## config.mk

```make
export PLATFORM = sky130hd
export DESIGN_NAME = alu_op_sequencer
export DESIGN_NICKNAME = d
export VERILOG_FILES = /design/src/rtl/alu_pkg.sv /design/src/rtl/alu_req_fifo.sv /design/src/rtl/alu_op_sequencer.sv
export SDC_FILE = /design/constraint.sdc
export NUM_CORES = 1
export LEC_CHECK = 0
export ABC_AREA = 1
export CORE_MARGIN = 2
export CORE_UTILIZATION = 29
export DETAILED_ROUTE_END_ITERATION = 10
export PLACE_DENSITY = 0.49
export SYNTH_ARGS = -nofsm -noshare
export SYNTH_HDL_FRONTEND = slang
export SYNTH_SLANG_ARGS = --single-unit
export TNS_END_PERCENT = 20
```

## constraint.sdc

```tcl
create_clock -name clk -period 2.25 [get_ports clk]
set_input_delay 0.45 -clock clk [delete_from_list [all_inputs] [get_ports clk]]
set_output_delay 0.45 -clock clk [all_outputs]
set_load 0.02 [all_outputs]
```

## src/rtl/alu_pkg.sv

```systemverilog
// rtl/alu_pkg.sv - shared ALU opcode definitions
// Purpose: opcode width, legal opcode constants, sequencer state encoding and
//          the legality check used by both the ALU and its request sequencer.
// Ports:   none (package).
package alu_pkg;

  localparam int CODE_W = 4;

  localparam logic [CODE_W-1:0] OP_ADD = 4'd1;
  localparam logic [CODE_W-1:0] OP_SUB = 4'd2;
  localparam logic [CODE_W-1:0] OP_SHL = 4'd3;
  localparam logic [CODE_W-1:0] OP_SHR = 4'd4;
  localparam logic [CODE_W-1:0] OP_AND = 4'd5;
  localparam logic [CODE_W-1:0] OP_OR  = 4'd6;
  localparam logic [CODE_W-1:0] OP_NOT = 4'd7;

  typedef enum logic [1:0] {
    ST_IDLE   = 2'd0,
    ST_SETTLE = 2'd1,
    ST_RESP   = 2'd2
  } seq_state_e;

  function automatic logic is_legal_op(input logic [CODE_W-1:0] code);
    return (code >= OP_ADD) && (code <= OP_NOT);
  endfunction

endpackage

```

## src/rtl/alu_req_fifo.sv

```systemverilog
// rtl/alu_req_fifo.sv - synchronous request FIFO for the ALU sequencer
// Purpose: DEPTH-entry first-word-fall-through FIFO; rdata_o shows the head.
// Ports:   clk_i/rst_i       clock, synchronous active-high reset
//          push_i/wdata_i    write strobe and data (ignored when full)
//          pop_i/rdata_o     read strobe (ignored when empty) and head data
//          full_o/empty_o    occupancy flags
//          count_o           number of stored entries
module alu_req_fifo #(
  parameter  int W     = 6,
  parameter  int DEPTH = 4,
  localparam int AW    = $clog2(DEPTH),
  localparam int CNT_W = AW + 1
) (
  input  logic             clk_i,
  input  logic             rst_i,
  input  logic             push_i,
  input  logic [W-1:0]     wdata_i,
  input  logic             pop_i,
  output logic [W-1:0]     rdata_o,
  output logic             full_o,
  output logic             empty_o,
  output logic [CNT_W-1:0] count_o
);

  logic [W-1:0]     mem_q [DEPTH];
  logic [AW-1:0]    wr_ptr_q, rd_ptr_q;
  logic [CNT_W-1:0] count_q, count_d;
  logic             do_push, do_pop;

  assign full_o  = (count_q == CNT_W'(DEPTH));
  assign empty_o = (count_q == '0);
  assign count_o = count_q;
  assign rdata_o = mem_q[rd_ptr_q];

  assign do_push = push_i && !full_o;
  assign do_pop  = pop_i && !empty_o;

  always_comb begin
    count_d = count_q;
    case ({do_push, do_pop})
      2'b10:   count_d = count_q + CNT_W'(1);
      2'b01:   count_d = count_q - CNT_W'(1);
      default: count_d = count_q;
    endcase
  end

  // Storage needs no reset: an entry is only read after it has been written.
  always_ff @(posedge clk_i) begin
    if (do_push) begin
      mem_q[wr_ptr_q] <= wdata_i;
    end
  end

  // Pointers wrap naturally because DEPTH is a power of two.
  always_ff @(posedge clk_i) begin
    if (rst_i) begin
      wr_ptr_q <= '0;
      rd_ptr_q <= '0;
      count_q  <= '0;
    end else begin
      if (do_push) wr_ptr_q <= wr_ptr_q + AW'(1);
      if (do_pop)  rd_ptr_q <= rd_ptr_q + AW'(1);
      count_q <= count_d;
    end
  end

endmodule

```

## src/rtl/alu_op_sequencer.sv

```systemverilog
// rtl/alu_op_sequencer.sv - request FIFO, opcode screening and response capture for one ALU
// Purpose: buffers ALU requests, presents legal ones to the ALU for one settle
//          cycle, captures the result and returns it on a valid/ready channel.
//          Illegal opcodes never reach the ALU; they are answered with an error.
// Ports:   clk/rst                          clock, synchronous active-high reset
//          req_valid/req_ready              request handshake
//          req_code/req_a/req_b             request opcode and operands
//          rsp_valid/rsp_ready              response handshake
//          rsp_ans/rsp_err                  captured result, illegal-opcode flag
//          alu_code/alu_a/alu_b/alu_ans     ALU drive and result
//          busy                             FSM active or FIFO non-empty
//          err_count                        saturating illegal-request count
module alu_op_sequencer
  import alu_pkg::*;
#(
  parameter int OP_W  = 1,
  parameter int RES_W = 4,
  parameter int DEPTH = 4
) (
  input  logic              clk,
  input  logic              rst,
  input  logic              req_valid,
  output logic              req_ready,
  input  logic [CODE_W-1:0] req_code,
  input  logic [OP_W-1:0]   req_a,
  input  logic [OP_W-1:0]   req_b,
  output logic              rsp_valid,
  input  logic              rsp_ready,
  output logic [RES_W-1:0]  rsp_ans,
  output logic              rsp_err,
  output logic [CODE_W-1:0] alu_code,
  output logic [OP_W-1:0]   alu_a,
  output logic [OP_W-1:0]   alu_b,
  input  logic [RES_W-1:0]  alu_ans,
  output logic              busy,
  output logic [7:0]        err_count
);

  localparam int ENT_W = CODE_W + 2 * OP_W;
  localparam int CNT_W = $clog2(DEPTH) + 1;

  seq_state_e        state_q, state_d;
  logic [CODE_W-1:0] alu_code_q, alu_code_d;
  logic [OP_W-1:0]   alu_a_q, alu_a_d, alu_b_q, alu_b_d;
  logic [RES_W-1:0]  rsp_ans_q, rsp_ans_d;
  logic              rsp_err_q, rsp_err_d;
  logic [7:0]        err_count_q, err_count_d;

  logic [ENT_W-1:0]  head;
  logic [CODE_W-1:0] head_code;
  logic [OP_W-1:0]   head_a, head_b;
  logic              fifo_full, fifo_empty, pop;
  logic [CNT_W-1:0]  fifo_count;

  alu_req_fifo #(
    .W     (ENT_W),
    .DEPTH (DEPTH)
  ) u_fifo (
    .clk_i   (clk),
    .rst_i   (rst),
    .push_i  (req_valid),
    .wdata_i ({req_code, req_a, req_b}),
    .pop_i   (pop),
    .rdata_o (head),
    .full_o  (fifo_full),
    .empty_o (fifo_empty),
    .count_o (fifo_count)
  );

  assign head_code = head[ENT_W-1 -: CODE_W];
  assign head_a    = head[2*OP_W-1 -: OP_W];
  assign head_b    = head[OP_W-1:0];

  // Popping only from IDLE keeps pops out of any response-handshake cycle.
  assign pop = (state_q == ST_IDLE) && !fifo_empty;

  always_comb begin
    state_d     = state_q;
    alu_code_d  = alu_code_q;
    alu_a_d     = alu_a_q;
    alu_b_d     = alu_b_q;
    rsp_ans_d   = rsp_ans_q;
    rsp_err_d   = rsp_err_q;
    err_count_d = err_count_q;
    case (state_q)
      ST_IDLE: begin
        if (!fifo_empty) begin
          if (is_legal_op(head_code)) begin
            alu_code_d = head_code;
            alu_a_d    = head_a;
            alu_b_d    = head_b;
            state_d    = ST_SETTLE;
          end else begin
            // ALU keeps its last legal inputs; the answer is synthesised here.
            rsp_ans_d = '0;
            rsp_err_d = 1'b1;
            if (err_count_q != 8'hFF) err_count_d = err_count_q + 8'd1;
            state_d = ST_RESP;
          end
        end
      end
      ST_SETTLE: begin
        rsp_ans_d = alu_ans;
        rsp_err_d = 1'b0;
        state_d   = ST_RESP;
      end
      ST_RESP: begin
        if (rsp_ready) state_d = ST_IDLE;
      end
      default: state_d = ST_IDLE;
    endcase
  end

  always_ff @(posedge clk) begin
    if (rst) begin
      state_q     <= ST_IDLE;
      alu_code_q  <= OP_ADD;
      alu_a_q     <= '0;
      alu_b_q     <= '0;
      rsp_ans_q   <= '0;
      rsp_err_q   <= 1'b0;
      err_count_q <= '0;
    end else begin
      state_q     <= state_d;
      alu_code_q  <= alu_code_d;
      alu_a_q     <= alu_a_d;
      alu_b_q     <= alu_b_d;
      rsp_ans_q   <= rsp_ans_d;
      rsp_err_q   <= rsp_err_d;
      err_count_q <= err_count_d;
    end
  end

  assign req_ready = !fifo_full;
  assign rsp_valid = (state_q == ST_RESP);
  assign rsp_ans   = rsp_ans_q;
  assign rsp_err   = rsp_err_q;
  assign alu_code  = alu_code_q;
  assign alu_a     = alu_a_q;
  assign alu_b     = alu_b_q;
  assign err_count = err_count_q;
  assign busy      = (state_q != ST_IDLE) || (fifo_count != '0);

endmodule

```

Yosys cells after proc, flatten, opt, wreduce, memory -nomap -nowiden
Memories as Yosys holds them, arrays and structs flattened. A register that Yosys moved wholly into a read port is not among the register bits.
Index checks and enable logic that the tools add are counted.
W data, S select, Z words.
{"block": "word_totals", "ff_bits": 28, "latch_bits": 0, "mem_bits_rw": 24, "mem_bits_ro": 0, "inputBits": 14, "elab_cells": 61, "memories": 1}
{"name": "u_fifo.mem_q", "depth": 4, "width": 6, "read_ports": 1, "rd_ports_with_merged_regs": 1, "write_ports": 1, "line_no": "alu_req_fifo.sv:25", "text": "logic [W-1:0] mem_q [DEPTH];"}
{"block": "classes", "addsub": 5, "mul": 0, "n_div": 0, "order_cmp": 2, "n_eq_ne": 9, "shifts": 0, "n_mux": 15, "bitwise_logic": 2, "n_reduce_logical": 17}
{"op": "$mux W2", "n": 5}
{"op": "$add A8 B1 Y8 const B", "n": 1}
{"op": "$mux W4", "n": 2}
{"op": "$ne A8 B8 Y1 const B", "n": 1}
{"op": "$pmux W4 S2", "n": 1}
{"op": "$pmux W2 S3", "n": 1}
{"op": "$pmux W3 S2", "n": 1}
{"op": "$reduce_and A3 Y1", "n": 2}
{"op": "$reduce_bool A2 Y1", "n": 3}
{"op": "$add A2 B1 Y2 const B", "n": 2}
{"op": "$eq A2 B1 Y1 const B", "n": 2}
{"op": "$eq A2 B2 Y1 const B", "n": 2}
{"op": "$ge A4 B1 Y1 const B", "n": 1}
{"op": "$le A4 B3 Y1 const B", "n": 1}
{"op": "$logic_and A1 B1 Y1", "n": 4}
{"op": "$mux W1", "n": 4}
{"op": "$ne A2 B2 Y1 const B", "n": 2}
{"op": "$reduce_and A4 Y1", "n": 1}
{"op": "$add A3 B1 Y3 const B", "n": 1}
{"op": "$eq A3 B3 Y1 const B", "n": 1}
{"op": "$logic_not A3 Y1", "n": 1}
{"op": "$reduce_bool A3 Y1", "n": 1}
{"op": "$sub A3 B1 Y3 const B", "n": 1}
{"op": "$logic_not A1 Y1", "n": 2}
{"op": "other kinds (6)", "n": 7}

Logic depth before layout (Yosys ltp)
Gate-level depths: netlist of the first run.
{"block": "logic_depth", "word_depth": 6, "depth_mapped": 12, "mapped_depth_nobuf": 11}

Hierarchy
Synthesis of the first run repeated with hierarchy kept, for this count alone.
{"block": "unflattened", "hier_cells": 286, "area_unflattened_um2": 2447.3}
{"mod": "alu_req_fifo", "n_inst": 1, "cells_each": 128, "area_each_um2": 1395.1, "seq_area_each_um2": 900.9}
{"mod": "alu_op_sequencer", "n_inst": 1, "cells_each": 158, "area_each_um2": 1052.3, "seq_area_each_um2": 420.4}

Least setup slack after synthesis of the first run
Ideal clock, no wire load.
{"block": "synth_path", "path_type": "register -> register", "start": "register u_fifo.count_q[0], in the netlist u_fifo.count_o[0]", "end": "register u_fifo.count_q[2], in the netlist u_fifo.count_o[2]", "setup_time_ps": 122, "t_arrival_ps": 1864, "required_time_ps": 2128, "slack_ps": 264, "stages_incl_launch_ff": 11, "path_buffers": 0, "cell_sequence": "dfxtp_1 -> inv_1 -> nand3_1 -> nand2_1 -> ha_1 -> inv_1 -> fa_1 -> a21oi_1 -> o21ai_0 -> o21ai_0 -> a21oi_1"}
{"block": "synth_via", "word_cells_on_any_way": 13, "cone_classes": "add/sub (2); eq/ne (3); mux (1); reduce/logical (7)"}
{"element": "from (decl)", "line_no": "alu_req_fifo.sv:27", "text": "logic [CNT_W-1:0] count_q, count_d;"}
{"element": "from (signal assigned)", "line_no": "alu_req_fifo.sv:63", "text": "count_q <= count_d;"}
{"element": "$eq A3 B3 Y1 (*)", "line_no": "alu_req_fifo.sv:30", "text": "assign full_o = (count_q == CNT_W'(DEPTH));"}
{"element": "$logic_not A1 Y1 (*)"}
{"element": "net req_ready", "line_no": "alu_op_sequencer.sv:23", "text": "output logic req_ready,"}
{"element": "$logic_and A1 B1 Y1 (*)", "line_no": "alu_req_fifo.sv:35", "text": "assign do_push = push_i && !full_o;"}
{"element": "$eq A2 B1 Y1 or $eq A2 B2 Y1 (tied branches)", "line_no": "alu_req_fifo.sv:40", "text": "case ({do_push, do_pop})"}
{"element": "$pmux W3 S2 or $reduce_bool A2 Y1 (tied branches)"}
Mark *: on every way through the listed nets, which the timed path passes. The rest lies on a longest branch.
A chain may end at the register's enable or synchronous reset.

Worst setup path after layout of the first run
{"block": "layout_path", "start": "register u_fifo.count_q[0], in the netlist u_fifo.count_o[0]", "end": "output port busy"}
{"block": "layout_via", "elab_chain_len": 2}
{"element": "$reduce_bool A3 Y1", "line_no": "alu_op_sequencer.sv:142", "text": "assign busy = (state_q != ST_IDLE) || (fifo_count != '0);"}
{"element": "$logic_or A1 B1 Y1", "line_no": "alu_op_sequencer.sv:142"}
{"element": "to (decl)", "line_no": "alu_op_sequencer.sv:35", "text": "output logic busy,"}
No other way between the ends.

==> results of run 1 <==
==> where the power goes <==
group / internal, mW / switching, mW / total [mW]
registers: 1.20 / 0.0900 / 1.29
clock network: 0.216 / 0.306 / 0.522
logic: 0.505 / 0.878 / 1.38
==> per-layer routing <==
layer  wire length (µm)  GRT usage [%]  vias up
met3                134           2.58        2
met5                  0              0        -
met2               2190           18.5       18
met1               2260           15.4      811
li1                   -              -      927
met4                 31           2.57        0
==> state kept, by name, indices dropped and copies added, names as in the netlist, named ones only <==
name             cells
state_q              2
rsp_err              1
err_count            8
u_fifo.wr_ptr_q      2
u_fifo.count_o       3
u_fifo.mem_q        24
alu_b                1
rsp_ans              4
u_fifo.rd_ptr_q      2
alu_code             4
alu_a                1
==> cell type report <==
cell class / count / area [µm²]
clock buffer: 5 / 68.8
clock inverter: 3 / 17.5
fill: 806 / 4830
inverter: 29 / 109
multi-input combinational: 167 / 845
sequential: 54 / 1320
tap: 102 / 128
timing repair buffer: 43 / 410
==> worst min-delay path by stage <==
stage          depth (start not counted)                              to                           start  slack [ns]
3_5_place_dp                           1  u_fifo.count_o[0]$_SDFFE_PP0P_  u_fifo.count_o[0]$_SDFFE_PP0P_        0.45
2_1_floorplan                          1  u_fifo.count_o[0]$_SDFFE_PP0P_  u_fifo.count_o[0]$_SDFFE_PP0P_        0.42
3_3_place_gp                           1  u_fifo.count_o[0]$_SDFFE_PP0P_  u_fifo.count_o[0]$_SDFFE_PP0P_        0.44
5_1_grt                                1  u_fifo.count_o[0]$_SDFFE_PP0P_  u_fifo.count_o[0]$_SDFFE_PP0P_        0.48
6_report                               1  u_fifo.count_o[0]$_SDFFE_PP0P_  u_fifo.count_o[0]$_SDFFE_PP0P_        0.45
4_1_cts                                1  u_fifo.count_o[0]$_SDFFE_PP0P_  u_fifo.count_o[0]$_SDFFE_PP0P_        0.46
==> cell families (layout without fill, tap and decap cells) <==
kind of cell | after synthesis | in the layout | share of synthesized area, %
XOR/XNOR | 5 | 5 | 1.89
AO/OA/AOI/OAI | 41 | 41 | 9.25
flip-flops | 54 | 54 | 57.1
AND/OR/NAND/NOR | 114 | 114 | 21.3
buffers and inverters | 34 | 80 | 6.38
adder cells (fa/ha/maj) | 7 | 7 | 4.11
==> Yosys cell counts <==
cell / n / share of area [%]
inv_2: 1 / 0.16
o211ai_1: 1 / 0.32
ha_1: 6 / 3.2
nand2_1: 58 / 9.4
nand3_1: 25 / 5.4
nand3_2: 3 / 1.3
dfxtp_1: 30 / 26
buf_2: 1 / 0.22
o22ai_1: 2 / 0.54
nand4_1: 1 / 0.27
nand2_2: 1 / 0.27
a21oi_2: 1 / 0.38
clkbuf_1: 1 / 0.16
fa_1: 1 / 0.87
a21oi_1: 24 / 5.2
nor2_1: 25 / 4.1
clkinv_1: 1 / 0.16
o21ai_0: 13 / 2.8
xor2_1: 5 / 1.9
inv_1: 27 / 4.4
nor3b_2: 1 / 0.54
buf_4: 1 / 0.32
buf_6: 2 / 0.97
edfxtp_1: 24 / 31
==> stage by stage <==
| step | area (µm²) | util, % |
|---|---|---|
| floorplan | 2310 | - |
| global placement | 2810 | 36.4 |
| detailed placement | 2810 | 36.4 |
| CTS | 2900 | 37.5 |
| global route | 2900 | 37.5 |
| finish | 2900 | 37.5 |
==> critical path: cells and delay by family, from the launching register on <==
| kind | cells | cell delay (ns) |
|---|---|---|
| flops | 1 | 0.35 |
| simple gates | 2 | 0.18 |
| buf+inv | 3 | 0.75 |
==> impl_metrics.ini, run 1 <==
[sta]
post-route-min-period_ns = 2.02
hold_slack_ns = 0.453
slew_violations = 0
rsz0062_at_grt = no
finalSetupViolCount = 0
hold_viol = 0
setup_slack_ns = 0.226
fmax_ghz = 0.494
slew_headroom_pct = 62.9
finalSetupTns_ns = 0
max_slew.worst_pin.slew_ns = 0.556
period_share_pct = 90.0
finClkSkew_ns = 0.0119

[finish]
final_common_cell = nand2_1
nNetsFinal = 321
final_cell_mix = 58 x nand2_1, 35 x clkdlybuf4s50_1, 30 x dfxtp_1
drive_gt1_share_pct = 7.31
synthToLayoutAreaGrowth_pct = 25.3
num_antenna_cells = 0
final_cells = 403

[pwr]
p_total_mw = 3.19
power.leakage_nw = 1.16
peakVddDrop_mv = 0.430
power-per-cell-area_nw_per_um2 = 1100

[setup_path]
slowest_delay_ns = 0.61
path_common_cell = inv_1
r2r_setup_slack_ns = 0.26
crit_path_start = u_fifo.count_o[0]$_SDFFE_PP0P_
worstPathRequired_ns = 1.80
rr_worst_depth = 11
cpMaxStageDelayCell = clkdlybuf4s50_1
start_kind = register
worstSetupPathType = reg2out
critPathMaxFanout = 3
crit_chain = inv_1, nand3_1, inv_1, nand2_1, clkdlybuf4s50_1
endpoint_kind = output pin
r2r-end = u_fifo.count_o[2]$_SDFFE_PP0P_
endpoint = busy
reg2reg_from = u_fifo.count_o[0]$_SDFFE_PP0P_
crit_arrival_ns = 1.57

[synth]
yosysWarnings = 0
yosys.cell_types.count = 24
syn_avg_cell_area_um2 = 9.07
netlist_instances = 255
yosysSeqAreaShare_pct = 57.1
synth_area_um2 = 2310
synthesis.nets = 276
yosys_register_bits = 54

[routing]
initialDrtViolationCount = 50
viasPerCell = 4.36
dr_total_vias = 1758
routed_wl_um = 4620
wl_per_cell_um = 11.5
dr.pass1.iters = 4
ant_nets = 0
drc_errors = 0

[flow_run]
max-cap-violations = 0

[worst_hold_path]
hold_class = reg2reg

[clock_tree]
cts_setup_buffers = 0
numCtsBuffers = 5
cts.reportedPaths.clkPinSlew_ns = 0.09
cts_resized = 0
cts.sinks = 54
clock_path_buffers = 2
clock_latency_ns = 0.30
h-tree-depth = 2
cts_tree = done
cts_hold_buf = 0
cts_root_buf = clkbuf_8

[global_routing]
antenna_found_initial = 0
grt_pass1_wl_um = 7850
track_usage_pct = 11.4
grt_pass1_vias = 1676
grt_overflow = 0
grt_max_degree = 18

[die]
fp.dieH_um = 93.3
die_area_um2 = 8710
start_util_pct = 29.9
fp.dieW_um = 93.3
coreArea_um2 = 7730
row_count = 32
io_pins = 36

[placed_design]
hpwl_um = 3370
gp_congestion = 0.698
port_buffers = 35
post-place-cells = 395
post-place-ws_ns = 0.113

[run_status]
outcome = completed
Power figures use the tool's default switching activity.
==> inputs of run 2 (changes only) <==
--- a/config.mk
+++ b/config.mk
@@ -12,5 +12,6 @@
 export PLACE_DENSITY = 0.49
 export SYNTH_ARGS = -nofsm -noshare
 export SYNTH_HDL_FRONTEND = slang
+export SYNTH_HIERARCHICAL = 1
 export SYNTH_SLANG_ARGS = --single-unit
 export TNS_END_PERCENT = 20
==> impl_metrics.ini, run 2 <==
[synth]
async_flop_share_pct = 0
synthAdderAreaFrac_pct = 3.89
synth_top_family_by_area = simple AND/OR/NAND/NOR gates
yosys-mux-area-fraction_pct = 0
synthSimpleGateAreaFrac_pct = 25.1
yosysMostFrequentCell = nand2_1
synth_top_area_share_pct = 29.4
yosysWarnings = 6
synth_top_area_cell = edfxtp_1
synthFlopType = dfxtp_1
netlist_instances = 286
synth_edf_count = 24
synth-xor-area-share_pct = 0.716
synthTopCellsByArea = edfxtp_1 29%, dfxtp_1 25%, nand2_1 9.7%
syn_avg_cell_area_um2 = 8.56
yosys_register_bits = 54
synthesis.nets = 307
synth_area_um2 = 2450
synth_common_cells = 63 x nand2_1, 42 x nor2_1, 40 x inv_1
yosysSeqAreaShare_pct = 54.0
synth_compound_area_share_pct = 9.20
yosys.cell_types.count = 25

[sta]
slew_violations = 0
max_slew.worst_pin.slew_ns = 0.454
finalSetupTns_ns = 0
finalSetupViolCount = 0
finClkSkew_ns = 0.00848
slew_headroom_pct = 69.7
period_share_pct = 91.4
hold_viol = 0
post-route-min-period_ns = 2.06
rsz0062_at_grt = no
fmax_ghz = 0.486

[pwr]
p_int_mw = 2.04
p_sw_mw = 1.46
power.share.switching_pct = 41.8
power.leakage_nw = 1.23
power-per-cell-area_nw_per_um2 = 1140
seq_power_share_pct = 38.1
clkPwrFrac_pct = 16.6
comb_power_share_pct = 45.3
peakVddDrop_mv = 0.419

[setup_path]
crit_chain = inv_2, nand2_2, or4_1, dlygate4sd2_1
worst-path-buf-inv = 2
r2r-end = u_fifo/count_o[2]$_SDFFE_PP0P_
start_kind = register
crit_path_start = state_q[1]$_SDFFE_PP0P_
crit_arrival_ns = 1.61
endpoint = busy
endpoint_kind = output pin
r2r_setup_slack_ns = 0.21
cpMaxStageDelayCell = or4_1
reg2reg_from = u_fifo/count_o[1]$_SDFFE_PP0P_
path_depth = 4
cp_top_family = simple AND/OR/NAND/NOR gates
critPathMaxFanout = 4
slowest_delay_ns = 0.42
worstSetupPathType = reg2out
rr_worst_depth = 15
worstPathRequired_ns = 1.80

[clock_tree]
cts_tree = done
clock_path_buffers = 2
numCtsBuffers = 5
cts.sinks = 54
clock_latency_ns = 0.31
h-tree-depth = 2
cts_root_buf = clkbuf_8
cts_setup_buffers = 0
cts.reportedPaths.clkPinSlew_ns = 0.11

[run_status]
outcome = completed

[die]
start_util_pct = 29.8
coreArea_um2 = 8220
row_count = 33
fp.dieW_um = 95.9
io_pins = 36
fp.dieH_um = 95.9
die_area_um2 = 9190

[placed_design]
place_area_um2 = 2980
gp_congestion = 0.741
post-place-cells = 431
hpwl_um = 3530
port_buffers = 35

[finish]
largest_reg_flops = 24
final_cells = 439
final_common_cell = nand2_1
fin_area_um2 = 3070
num_antenna_cells = 0
final_core_utilization_pct = 37.4
final_cell_mix = 63 x nand2_1, 42 x nor2_1, 40 x inv_1
nNetsFinal = 354
synthToLayoutAreaGrowth_pct = 25.6
drive_gt1_share_pct = 11.4
top_register = u_fifo/mem_q

[global_routing]
busiest_layer = met2
track_usage_pct = 11.4
grt_max_degree = 20
grtUsageMet1_pct = 14.1
antenna_found_initial = 0
grt_overflow = 0
grt_util_met2_pct = 18.6
gr-usage-met3_pct = 3.05
grt_pass1_vias = 1721
grt_pass1_wl_um = 7920

[routing]
dr_total_vias = 1880
dr.pass1.iters = 4
routed_wl_um = 4860
wl_per_cell_um = 11.1
initialDrtViolationCount = 84
viasPerCell = 4.28
ant_nets = 0
drc_errors = 0

[worst_hold_path]
hold_class = reg2reg

[flow_run]
max-cap-violations = 0
run 2: cell types whose count changed in the layout (fill, tap and decap cells not counted), sizes merged, moves of 2 or more:
cell    delta
nor2      +22
inv       +16
nand3     -13
nand2     +12
a21oi      -8
o21ai      +6
o22ai      +4
xor2       -4
clkinv     -2
run 2: cell type report:
| type | instances | area, µm² |
|---|---|---|
| flip-flops and latches | 54 | 1320 |
| clock buffers | 5 | 68.8 |
| repair buffers | 43 | 409 |
| multi-input cells | 186 | 951 |
| fillers | 836 | 5140 |
| inverters | 43 | 161 |
| well taps | 105 | 131 |
| clock inverters | 3 | 28.8 |
run 2: worst min path at each step:
stage | from | to | slack [ns] | depth (start not counted)
3_5_place_dp | alu_code[3]$_SDFFE_PP0P_ | alu_code[3]$_SDFFE_PP0P_ | 0.44 | 2
3_3_place_gp | alu_code[3]$_SDFFE_PP0P_ | alu_code[3]$_SDFFE_PP0P_ | 0.44 | 2
4_1_cts | alu_code[3]$_SDFFE_PP0P_ | alu_code[3]$_SDFFE_PP0P_ | 0.46 | 2
5_1_grt | alu_code[3]$_SDFFE_PP0P_ | alu_code[3]$_SDFFE_PP0P_ | 0.47 | 2
2_1_floorplan | u_fifo/rd_ptr_q[1]$_SDFFE_PP0P_ | register | 0.46 | 2
6_report | alu_code[3]$_SDFFE_PP0P_ | alu_code[3]$_SDFFE_PP0P_ | 0.45 | 2
run 2: logic make-up (layout without fill, tap and decap cells):
family	after synthesis	count (layout)
buffers and inverters	46	94
AND/OR/NAND/NOR	135	135
adder cells (fa/ha/maj)	7	7
flip-flops	54	54
AO/OA/AOI/OAI	42	42
XOR/XNOR	2	2
run 2: routing by layer:
metal  wire (µm)  vias up
li1            -     1009
met1        2350      834
met2        2220       33
met3         221        4
met4          76        0
met5           0        -
run 2: worst min-delay path: cells and delay by family, from the launching register on:
kind             cells  cell delay, ns
DFF                  1            0.33
and+or+nand+nor      2            0.10
run 2: power groups by stage:
| stage | registers [mW] | clock network (mW) | logic (mW) |
|---|---|---|---|
| floorplan | 1.43 | 0 | 1.04 |
| global placement | 1.36 | 0 | 1.61 |
| detailed placement | 1.36 | 0 | 1.61 |
| CTS | 1.34 | 0.605 | 1.61 |
| global route | 1.36 | 0.643 | 1.79 |
| finish | 1.34 | 0.581 | 1.59 |
run 2: repair_timing:
item	CTS	global route
resized for setup	1	2
hold buffers	0	0
endpoints found under the setup margin	1	1
run 2: stage by stage:
step	setup WS (ns)	power, mW	hold slack [ns]
after floorplan	0.324	2.46	0.459
after global placement	0.169	2.96	0.436
after detailed placement	0.147	2.97	0.439
after CTS	0.145	3.55	0.456
after global routing	0.00462	3.80	0.469
final	0.194	3.51	0.454
==> inputs of run 3 (changes only) <==
--- a/config.mk
+++ b/config.mk
@@ -6,12 +6,13 @@
 export NUM_CORES = 1
 export LEC_CHECK = 0
 export ABC_AREA = 1
+export CAP_MARGIN = 20
+export CORE_ASPECT_RATIO = 0.5
 export CORE_MARGIN = 2
 export CORE_UTILIZATION = 29
 export DETAILED_ROUTE_END_ITERATION = 10
 export PLACE_DENSITY = 0.49
 export SYNTH_ARGS = -nofsm -noshare
 export SYNTH_HDL_FRONTEND = slang
-export SYNTH_HIERARCHICAL = 1
 export SYNTH_SLANG_ARGS = --single-unit
 export TNS_END_PERCENT = 20
==> impl_metrics.ini, run 3 (synthesized netlist as in run 1, its figures left out) <==
[sta]
rsz0062_at_grt = no
finalSetupTns_ns = 0
slew_headroom_pct = 70.2
max_slew.worst_pin.slew_ns = 0.447
fmax_ghz = 0.492
period_share_pct = 90.3
slew_violations = 0
finClkSkew_ns = 0.00304
post-route-min-period_ns = 2.03
finalSetupViolCount = 0
hold_viol = 0

[global_routing]
grt_pass1_vias = 1600
grt_max_degree = 18
track_usage_pct = 11.9
grt_overflow = 0
grt_pass1_wl_um = 7960
antenna_found_initial = 0

[run_status]
outcome = completed

[setup_path]
worstPathRequired_ns = 1.80
reg2reg_from = u_fifo.count_o[0]$_SDFFE_PP0P_
critPathMaxFanout = 3
cpMaxStageDelayCell = clkdlybuf4s50_1
worstSetupPathType = reg2out
slowest_delay_ns = 0.61
worst-path-buf-inv = 3
path_common_cell = inv_1
cp_top_family = buffers and inverters
crit_arrival_ns = 1.58
crit_path_start = u_fifo.count_o[0]$_SDFFE_PP0P_
crit_chain = inv_1, nand3_1, inv_1, nand2_1, clkdlybuf4s50_1
start_kind = register
endpoint_kind = output pin

[die]
coreArea_um2 = 7510
row_count = 22
fp.dieW_um = 130
die_area_um2 = 8750
start_util_pct = 30.8
fp.dieH_um = 67.2
io_pins = 36

[clock_tree]
cts_resized = 0
cts_setup_buffers = 0
cts.reportedPaths.clkPinSlew_ns = 0.07
cts_tree = done
cts_hold_buf = 0
cts.sinks = 54
numCtsBuffers = 5
clock_path_buffers = 2
clock_latency_ns = 0.29
h-tree-depth = 2
cts_root_buf = clkbuf_16

[pwr]
power.leakage_nw = 1.19
p_sw_mw = 1.31
seq_power_share_pct = 36.8
clkPwrFrac_pct = 24.8
p_int_mw = 2.21
comb_power_share_pct = 38.4
peakVddDrop_mv = 0.343
p_total_mw = 3.52
power-per-cell-area_nw_per_um2 = 1180
power.share.switching_pct = 37.2

[routing]
drc_errors = 0
viasPerCell = 4.31
wl_per_cell_um = 11.6
routed_wl_um = 4750
dr.pass1.iters = 4
initialDrtViolationCount = 88
ant_nets = 0
dr_total_vias = 1764

[placed_design]
gp_congestion = 0.780
hpwl_um = 3380
post-place-cells = 401
port_buffers = 35

[finish]
final_common_cell = nand2_1
fill_cells = 745
synthToLayoutAreaGrowth_pct = 29.3
final_cell_mix = 58 x nand2_1, 35 x clkdlybuf4s50_1, 30 x dfxtp_1
top_register = u_fifo.mem_q
final_cells = 409
num_antenna_cells = 0
drive_gt1_share_pct = 7.64
nNetsFinal = 321
largest_reg_flops = 24

[worst_hold_path]
hp-start = u_fifo.count_o[0]$_SDFFE_PP0P_
hold_class = reg2reg

[flow_run]
max-cap-violations = 0
## run 3: final timing paths
kind	end	slack [ns]	depth (start not counted)
max reg2reg	u_fifo.count_o[2]$_SDFFE_PP0P_	0.29	11
min reg2reg	u_fifo.count_o[0]$_SDFFE_PP0P_	0.46	1
min	u_fifo.count_o[0]$_SDFFE_PP0P_	0.46	1
max	busy	0.22	5
## run 3: layout make-up
cell class	count	area, µm²	share of cell area, %
inverters	29	109	3.64
clock buffers	5	125	4.18
clock inverters	3	45.0	1.51
multi-input cells	167	845	28.2
well taps	108	135	4.52
flip-flops and latches	54	1320	44.2
repair buffers	43	410	13.7
## run 3: per-layer routing
metal	global-route usage [%]	routed length, µm	vias to the layer above
met4	3.63	44	0
met5	0	0	-
met1	16.1	2350	809
li1	-	-	930
met3	3.57	143	5
met2	18.7	2220	20
## run 3: power by group through the flow
stage / logic, mW / clock network (mW) / registers, mW
after CTS: 1.37 / 0.895 / 1.30
after floorplan: 0.902 / 0 / 1.37
after global placement: 1.35 / 0 / 1.31
after global routing: 1.55 / 0.933 / 1.32
final: 1.35 / 0.873 / 1.29
after detailed placement: 1.37 / 0 / 1.32
## run 3: metrics by stage
stage	util, %	cell area, µm²	hold WS, ns	setup WS, ns
floorplan	-	2310	0.422	0.264
global placement	37.5	2820	0.440	0.191
detailed placement	37.5	2820	0.453	0.137
CTS	39.8	2990	0.462	0.201
global route	39.8	2990	0.507	0.0844
finish	39.8	2990	0.459	0.217
